<file path="src/rtl/layer1_feedback_conditioner_pkg.sv">
// Shared Q4.14 constants, saturation helper and FSM state encoding for the
// Layer 1 feedback conditioner.
package layer1_feedback_conditioner_pkg;

   localparam int Q_ONE = 16384;
   localparam int Q_TWO = 32768;

   typedef enum logic [2:0] {
      ST_IDLE   = 3'd0,
      ST_CH0    = 3'd1,
      ST_CH1    = 3'd2,
      ST_CH2    = 3'd3,
      ST_COMMIT = 3'd4
   } fsm_state_t;

   // Symmetric clamp of a wide signed value to [-lim, +lim].
   function automatic logic signed [63:0] sat_bound(
      input logic signed [63:0] v,
      input logic signed [63:0] lim
   );
      logic signed [63:0] r;
      r = v;
      if (v > lim)
         r = lim;
      else if (v < -lim)
         r = -lim;
      return r;
   endfunction

endpackage

</file>
<file path="src/rtl/layer1_feedback_conditioner_fb_ema_update.sv">
// One channel step: scale by a Q4.14 weight, clamp, then a 2^-ALPHA_SHIFT EMA
// update with floor rounding. Purely combinational; shared across channels.
module fb_ema_update
   import layer1_feedback_conditioner_pkg::*;
#(
   parameter int WIDTH       = 18,
   parameter int FRAC        = 14,
   parameter int ALPHA_SHIFT = 2,
   parameter int SAT_LIMIT   = Q_TWO
) (
   input  logic signed [WIDTH-1:0] i_x,
   input  logic signed [WIDTH-1:0] i_k,
   input  logic signed [WIDTH-1:0] i_ema,
   output logic signed [WIDTH-1:0] o_ema_next
);

   logic signed [2*WIDTH-1:0] w_prod;
   logic signed [2*WIDTH-1:0] w_scaled;
   logic signed [WIDTH-1:0]   w_clamped;
   logic signed [WIDTH+1:0]   w_diff;
   logic signed [WIDTH+1:0]   w_step;
   logic signed [WIDTH+1:0]   w_sum;

   assign w_prod    = i_x * i_k;
   assign w_scaled  = w_prod >>> FRAC;
   assign w_clamped = WIDTH'(sat_bound(64'(w_scaled), 64'(SAT_LIMIT)));

   // Two guard bits keep (target - ema) exact when both sit near opposite rails.
   assign w_diff     = (WIDTH+2)'(w_clamped) - (WIDTH+2)'(i_ema);
   assign w_step     = w_diff >>> ALPHA_SHIFT;
   assign w_sum      = (WIDTH+2)'(i_ema) + w_step;
   assign o_ema_next = WIDTH'(w_sum);

endmodule

</file>
<file path="src/rtl/layer1_feedback_conditioner.sv">
// Scales and smooths the matrix / adjacent / distant drive signals with one
// time-shared multiplier, committing all three outputs together.
module layer1_feedback_conditioner
   import layer1_feedback_conditioner_pkg::*;
#(
   parameter int WIDTH       = 18,
   parameter int FRAC        = 14,
   parameter int ALPHA_SHIFT = 2,
   parameter int SAT_LIMIT   = Q_TWO,
   parameter int K_MATRIX    = Q_ONE,
   parameter int K_FB1       = Q_ONE,
   parameter int K_FB2       = Q_ONE
) (
   input  logic                    clk,
   input  logic                    rst_n,
   input  logic                    clk_en,
   input  logic                    clear,
   input  logic signed [WIDTH-1:0] matrix_raw,
   input  logic signed [WIDTH-1:0] fb1_raw,
   input  logic signed [WIDTH-1:0] fb2_raw,
   output logic signed [WIDTH-1:0] matrix_thalamic_input,
   output logic signed [WIDTH-1:0] feedback_input_1,
   output logic signed [WIDTH-1:0] feedback_input_2,
   output logic                    out_valid,
   output logic                    busy,
   output logic [7:0]              overrun_count
);

   localparam logic signed [WIDTH-1:0] L_K_MATRIX = WIDTH'(K_MATRIX);
   localparam logic signed [WIDTH-1:0] L_K_FB1    = WIDTH'(K_FB1);
   localparam logic signed [WIDTH-1:0] L_K_FB2    = WIDTH'(K_FB2);

   fsm_state_t r_state;
   fsm_state_t w_state_next;

   logic signed [WIDTH-1:0] r_x   [3];
   logic signed [WIDTH-1:0] r_ema [3];
   logic signed [WIDTH-1:0] r_out [3];
   logic                    r_out_valid;
   logic [7:0]              r_overrun;

   logic                    w_busy;
   logic signed [WIDTH-1:0] w_sel_x;
   logic signed [WIDTH-1:0] w_sel_k;
   logic signed [WIDTH-1:0] w_sel_ema;
   logic signed [WIDTH-1:0] w_ema_next;

   assign w_busy = (r_state != ST_IDLE);

   always_comb begin
      w_state_next = r_state;
      if (clear) begin
         w_state_next = ST_IDLE;
      end else begin
         case (r_state)
            ST_IDLE:   if (clk_en) w_state_next = ST_CH0;
            ST_CH0:    w_state_next = ST_CH1;
            ST_CH1:    w_state_next = ST_CH2;
            ST_CH2:    w_state_next = ST_COMMIT;
            ST_COMMIT: w_state_next = ST_IDLE;
            default:   w_state_next = ST_IDLE;
         endcase
      end
   end

   // Route the channel owned by the current state into the shared datapath.
   always_comb begin
      w_sel_x   = r_x[0];
      w_sel_k   = L_K_MATRIX;
      w_sel_ema = r_ema[0];
      case (r_state)
         ST_CH1: begin
            w_sel_x   = r_x[1];
            w_sel_k   = L_K_FB1;
            w_sel_ema = r_ema[1];
         end
         ST_CH2: begin
            w_sel_x   = r_x[2];
            w_sel_k   = L_K_FB2;
            w_sel_ema = r_ema[2];
         end
         default: ;
      endcase
   end

   fb_ema_update #(
      .WIDTH       (WIDTH),
      .FRAC        (FRAC),
      .ALPHA_SHIFT (ALPHA_SHIFT),
      .SAT_LIMIT   (SAT_LIMIT)
   ) u_ema (
      .i_x        (w_sel_x),
      .i_k        (w_sel_k),
      .i_ema      (w_sel_ema),
      .o_ema_next (w_ema_next)
   );

   always_ff @(posedge clk or negedge rst_n) begin
      if (!rst_n) begin
         r_state     <= ST_IDLE;
         r_out_valid <= 1'b0;
         r_overrun   <= 8'd0;
         for (int i = 0; i < 3; i++) begin
            r_x[i]   <= '0;
            r_ema[i] <= '0;
            r_out[i] <= '0;
         end
      end else begin
         r_state     <= w_state_next;
         r_out_valid <= 1'b0;
         if (clear) begin
            for (int i = 0; i < 3; i++) begin
               r_ema[i] <= '0;
               r_out[i] <= '0;
            end
         end else begin
            if (r_state == ST_IDLE && clk_en) begin
               r_x[0] <= matrix_raw;
               r_x[1] <= fb1_raw;
               r_x[2] <= fb2_raw;
            end
            // A strobe that arrives mid-computation is dropped, only counted.
            if (w_busy && clk_en && r_overrun != 8'hFF)
               r_overrun <= r_overrun + 8'd1;
            case (r_state)
               ST_CH0: r_ema[0] <= w_ema_next;
               ST_CH1: r_ema[1] <= w_ema_next;
               ST_CH2: r_ema[2] <= w_ema_next;
               ST_COMMIT: begin
                  for (int i = 0; i < 3; i++)
                     r_out[i] <= r_ema[i];
                  r_out_valid <= 1'b1;
               end
               default: ;
            endcase
         end
      end
   end

   assign matrix_thalamic_input = r_out[0];
   assign feedback_input_1      = r_out[1];
   assign feedback_input_2      = r_out[2];
   assign out_valid             = r_out_valid;
   assign busy                  = w_busy;
   assign overrun_count         = r_overrun;

endmodule

</file>
<file path="config.mk">
export PLATFORM = sky130hd
export DESIGN_NAME = layer1_feedback_conditioner
export DESIGN_NICKNAME = d
export VERILOG_FILES = /design/src/rtl/layer1_feedback_conditioner_pkg.sv /design/src/rtl/layer1_feedback_conditioner_fb_ema_update.sv /design/src/rtl/layer1_feedback_conditioner.sv
export SDC_FILE = /design/constraint.sdc
export NUM_CORES = 1
export LEC_CHECK = 0
export ABC_AREA = 1
export BUFFER_PORTS_ARGS = -buffer_cell sky130_fd_sc_hd__buf_2
export CAP_MARGIN = 10
export CORE_MARGIN = 10
export CORE_UTILIZATION = 29
export CTS_CLUSTER_DIAMETER = 80
export DETAILED_ROUTE_END_ITERATION = 16
export RECOVER_POWER = 100
export SLEW_MARGIN = 20
export SYNTH_ARGS = -nofsm -noshare
export SYNTH_HDL_FRONTEND = slang
export SYNTH_SLANG_ARGS = --single-unit
export TNS_END_PERCENT = 100
</file>
<file path="constraint.sdc">
create_clock -name clk -period 4.35 [get_ports clk]
set_input_delay 0.6525 -clock clk [delete_from_list [all_inputs] [get_ports clk]]
set_output_delay 0.6525 -clock clk [all_outputs]
set_load 0.05 [all_outputs]
</file>
# Word-level counts from Yosys, hierarchy flattened
# Cells that the tools add are included.
# totals
ff_bits	174
word_cells	50
output_inout_bits	64
# classes
eq_ne	6
bitwise	1
n_lt_le_gt_ge	2
muxes	15
add_sub_neg	3
reduce_logical	11
# ops
op	count
$mux 54	3
$mux 18	5
$pmux 18 s2	2
$sub 18x18->19	1
$add 18x17->18	1
$gt 18x17->1 const B	1
$lt 18x16->1 const B	1
$pmux 3 s4	1
$add 8x1->8 const B	1
$ne 8x8->1 const B	1
$reduce_bool 2->1	4
$eq 3x2->1 const B	2
$mux 3	2
$reduce_and 2->1	2
$eq 3x1->1 const B	1
$eq 3x3->1 const B	1
$logic_and 1x1->1	3
$logic_not 3->1	1
$ne 3x3->1 const B	1
$reduce_bool 3->1	1
$mux 1	2
$not 1->1	1

# Depth between registers and ports, before layout
# depth
ltp_word	9
depth_mapped	37
ltp_nobuf	35

# Cells and area by module
# Synthesis repeated with hierarchy kept, for this count alone.
# hier_totals
cells_unflattened	3037
area_unflattened_um2	22813.1
# by_module_without_submodules
module	seq_area_each_um2	n_inst	area_per_inst_um2	cells_per_inst
fb_ema_update	0.0	1	15194.6	2153
layer1_feedback_conditioner	4354.2	1	7618.6	884

# Worst setup path before layout
# Ideal clock, no wire load.
# synth_timing
path_type	register -> register
start	register r_state[1]
end	register r_ema[15] in the netlist's numbering
required_ps	4267
t_arrival_ps	4662
stages_incl_launch_ff	38
path_slack_ps	-395
n_path_buf	3
period_less_slack_ps	4745
path_cell_list	dfrtp_1 -> buf_4 -> inv_2 -> nor2_2 -> buf_2 -> nand3_1 -> nand3_1 -> nor2_1 -> nand2_1 -> nor2_1 -> nand3_1 -> nand2_1 -> nand2_1 -> clkbuf_1 -> a31oi_1 -> ha_1 -> a21oi_1 -> inv_1 -> (+2 left out) -> a21oi_1 -> o21ai_0 -> xor2_1 -> ha_1 -> nand2_1 -> nor3_1 -> nand2_1 -> o211ai_1 -> nand3_1 -> nor2_1 -> nor2_1 -> nor2_1 -> nor2_1 -> nor2_1 -> nor2_1 -> nand2_1 -> nand3_1 -> o21ai_0
# synth_between
elab_chain_cells	9
# synth_rtl
element	line	rtl
start: declaration	layer1_feedback_conditioner.sv:33	fsm_state_t r_state;
start signal: assignment	layer1_feedback_conditioner.sv:109	r_state <= w_state_next;
$eq 3x2->1 (on tied branches)	layer1_feedback_conditioner.sv:71, layer1_feedback_conditioner.sv:125	
$pmux 18 s2	layer1_feedback_conditioner.sv:71	case (r_state)
$lt 18x16->1	layer1_feedback_conditioner_pkg.sv:25	else if (v < -lim)
$mux 18	layer1_feedback_conditioner_pkg.sv:25	
$mux 18	layer1_feedback_conditioner_pkg.sv:23	if (v > lim)
$sub 18x18->19	layer1_feedback_conditioner_fb_ema_update.sv:29	assign w_diff = (WIDTH+2)'(w_clamped) - (WIDTH+2)'(i_ema);
$add 18x17->18	layer1_feedback_conditioner_fb_ema_update.sv:31	assign w_sum = (WIDTH+2)'(i_ema) + w_step;
$mux 18	layer1_feedback_conditioner.sv:125	case (r_state)
$mux 54	layer1_feedback_conditioner.sv:111	if (clear) begin
end: declaration	layer1_feedback_conditioner.sv:37	logic signed [WIDTH-1:0] r_ema [3];
# Parallel ways exist; a longest one is shown, timed or not. The select of a mux whose other input is x is not followed.
# A chain may end at the register's enable or synchronous reset.

# Worst setup path after layout
# layout_timing
start	register r_state[1]
end	register r_ema[49] in the netlist's numbering
# layout_between
elab_chain_cells	9
# layout_rtl
element	line
$eq 3x2->1	layer1_feedback_conditioner.sv:71
$pmux 18 s2	layer1_feedback_conditioner.sv:71
$lt 18x16->1	layer1_feedback_conditioner_pkg.sv:25
$mux 18	layer1_feedback_conditioner_pkg.sv:25
$mux 18	layer1_feedback_conditioner_pkg.sv:23
$sub 18x18->19	layer1_feedback_conditioner_fb_ema_update.sv:29
$add 18x17->18	layer1_feedback_conditioner_fb_ema_update.sv:31
$mux 18	layer1_feedback_conditioner.sv:125
$mux 54	layer1_feedback_conditioner.sv:111
# Parallel ways exist; a longest one is shown, timed or not. The select of a mux whose other input is x is not followed.

==> impl_metrics.toml <==
[setup_path]
cp.arrival_ps = 5190
cp-start-kind = "flop"
crit_buf_inv = 8
critical-path-top-delay-family = "simple AND/OR/NAND/NOR gates"
r2r_slack_ps = -510
worstSetupPathType = "flop to flop"
cp.required_ps = 4680
worstSetupEndpointType = "flop"
rr_worst_depth = 36
cp_slowest_stage_delay_ps = 460
reg2reg_to = "r_ema[49]$_DFFE_PN0P_"
reg2reg_from = "r_state[1]$_DFFE_PN0P_"
cp_slowest_cell = "dfrtp_2"
cp_max_fo = 13

[layout]
drive_above_1_share_pct = 37.5
area_delta_synth_final_pct = 39.6
multi_input_area_um2 = 4780
most-common-layout-cells = "buf_4 (208), nand2_1 (180), dfrtp_1 (171)"
fin_util_pct = 41.1
layout_commonest_cell = "buf_4"
fin_nets = 1486
diodes = 0
final-seq-area_um2 = 4360
n_fill_cell = 3149

[floorplanning]
fp.coreArea_um2 = 31600
die_y_um = 199
die-area_um2 = 39600
initial_core_util_pct = 29.5
io_pins = 122
num_rows = 65
die_w_um = 199

[drt]
top_layer_used = "met4"
wl_met1_um = 13800
drtAntennaViolNets = 0
via_per_inst = 4.81
drt-initial-drc-count = 544
detail_route.wl_per_cell_um = 15.8
wl_met2_um = 12500
met3_length_um = 1710
vias = 8694
routed_wl_um = 28600
drc = 0
drt_first_pass_iters = 5

[place]
portBuffers = 121
dp_hpwl_um = 21600
finalWeightedCongestion = 0.890

[global_route]
grt_use_total_pct = 14.6
grt.overflow.total = 0
grt_pass1_vias = 8663
grt_pass1_wl_um = 46100
antenna_found_initial = 0
grt_max_degree = 101

[yosys]
synth_edf_count = 0
seq_area_frac_synth_pct = 46.8
syn_nets = 1172
synth_area_per_cell_um2 = 8.62
yosysWarnings = 0
syn_inst = 1078
synth_area_leaders = "dfrtp_1 (47%), nand2_1 (7.8%), mux2_2 (6.3%)"
synth_flop_cell = "dfrtp_1"
synth.top_cell.area_share_pct = 46.8
ys_seq_elements = 174
yosysTopAreaCell = "dfrtp_1"
synth_cell_types = 46
synthArstFlopShare_pct = 100
netlist_area_um2 = 9300

[sta]
drv_slew = 101
rsz0062_at_grt = "true"
finClkSkew_ps = 8.78
slew_headroom_pct = -71.6
setup_tns_ps = -8720
tightest_slew_ps = 2570
max_freq_mhz = 206
min_period_ps = 4860
setup_ws_ps = -514
hold_viol = 0
final-setup-viol-count = 30
period_share_pct = 112

[clock_tree]
h-tree-depth = 4
clock_path_buffers = 2
cts_num_sinks = 174
hold_buffers = 0
clk_latency_ps = 450
numCtsBuffers = 17
cts_tree = "done"
clk_pin_slew_ps = 70
cts-root-buf = "clkbuf_16"

[min_path]
holdPathStages = 2
hold_path_startpoint = "fb1_raw[4]"
hp-class = "input pin to flop"
holdPathEnd = "r_x[22]$_DFFE_PN0P_"

[flow_run]
drv_cap = 1

[outcome]
status = "complete, but fails checks"
violations = "capacitance limit, slew limit, setup timing"

[power]
p_per_area_nw_per_um2 = 772
peakVddDrop_mv = 0.449
p_leak_uw = 0.00638
[power by group]
| group | switching, uW | internal [uW] |
|---|---|---|
| Clock | 713 | 825 |
| Sequential | 210 | 1900 |
| Combinational | 3310 | 3050 |
| Total | 4240 | 5780 |
[stage by stage]
| stage | hold WS (ps) | worst slack (ps) | std cells | total power, uW | area (um2) |
|---|---|---|---|---|---|
| global placement | 467 | -664 | 1746 | 7560 | 11700 |
| floorplan | 357 | -93.5 | 1078 | 5080 | 9350 |
| detailed placement | 472 | -734 | 1746 | 7640 | 11700 |
| CTS | 369 | -328 | 1798 | 9620 | 12700 |
| global route | 426 | -937 | 1807 | 10800 | 13000 |
| finish | 434 | -514 | 1807 | 10000 | 13000 |
[synthesized netlist by cell type, drive strengths merged (2+ instances only)]
cell,number
a21oi,63
dfrtp,174
o31ai,2
o22ai,12
a221oi,3
nor2,67
buf,13
ha,35
nor4,2
xor2,16
nand2,201
nand3,118
nand4,19
xnor2,6
nor3,6
clkbuf,33
o21ai,113
inv,106
a31oi,15
o21a,7
a21boi,2
a21o,3
mux2,52
[area by class of cell]
type                       instances  share of cell area (%)
tap                              402                    3.88
timing repair buffer             340                    18.0
multi-input combinational        752                    36.8
clock inverter                    14                    1.16
clock buffer                      18                    3.39
inverter                         107                    3.13
sequential                       174                    33.6
[per-layer routing]
layer	track usage (%)	vias to the layer above
met5	0	-
met4	4.04	0
met3	3.58	32
met2	22.1	230
met1	20.0	4146
li1	-	4286
[what timing repair did]
action	CTS	global route
buffers inserted	18	9
gates cloned	2	0
pin swaps	13	17
setup endpoints to repair	34	39
gates resized for setup	62	57
[sequential cells by signal (all words and copies together), names as in the netlist]
name,cells
feedback_input_1,18
matrix_thalamic_input,18
out_valid,1
r_ema,54
r_state,3
r_x,54
feedback_input_2,18
overrun_count,8
[cell families after synthesis]
kind of cell	after synthesis	synth area share (%)
xor+xnor	22	2.07
fa+ha+maj	36	4.93
mux	52	6.30
flops	174	46.8
compound gates	224	13.2
buf+inv	153	6.53
simple gates	417	20.2
[worst max path at each step]
stage	slack [ps]	from	cells past startpoint	endpoint
after floorplan	-90	r_state[2]$_DFFE_PN0P_	36	r_ema[33]$_DFFE_PN0P_
after global placement	-660	r_state[1]$_DFFE_PN0P_	33	r_ema[50]$_DFFE_PN0P_
after detailed placement	-730	r_state[1]$_DFFE_PN0P_	33	r_ema[14]$_DFFE_PN0P_
after CTS	-330	r_state[1]$_DFFE_PN0P_	34	r_ema[51]$_DFFE_PN0P_
after global routing	-940	r_state[1]$_DFFE_PN0P_	36	r_ema[33]$_DFFE_PN0P_
final	-510	r_state[1]$_DFFE_PN0P_	36	r_ema[49]$_DFFE_PN0P_
Note: power is estimated with default switching activity, not from simulation.
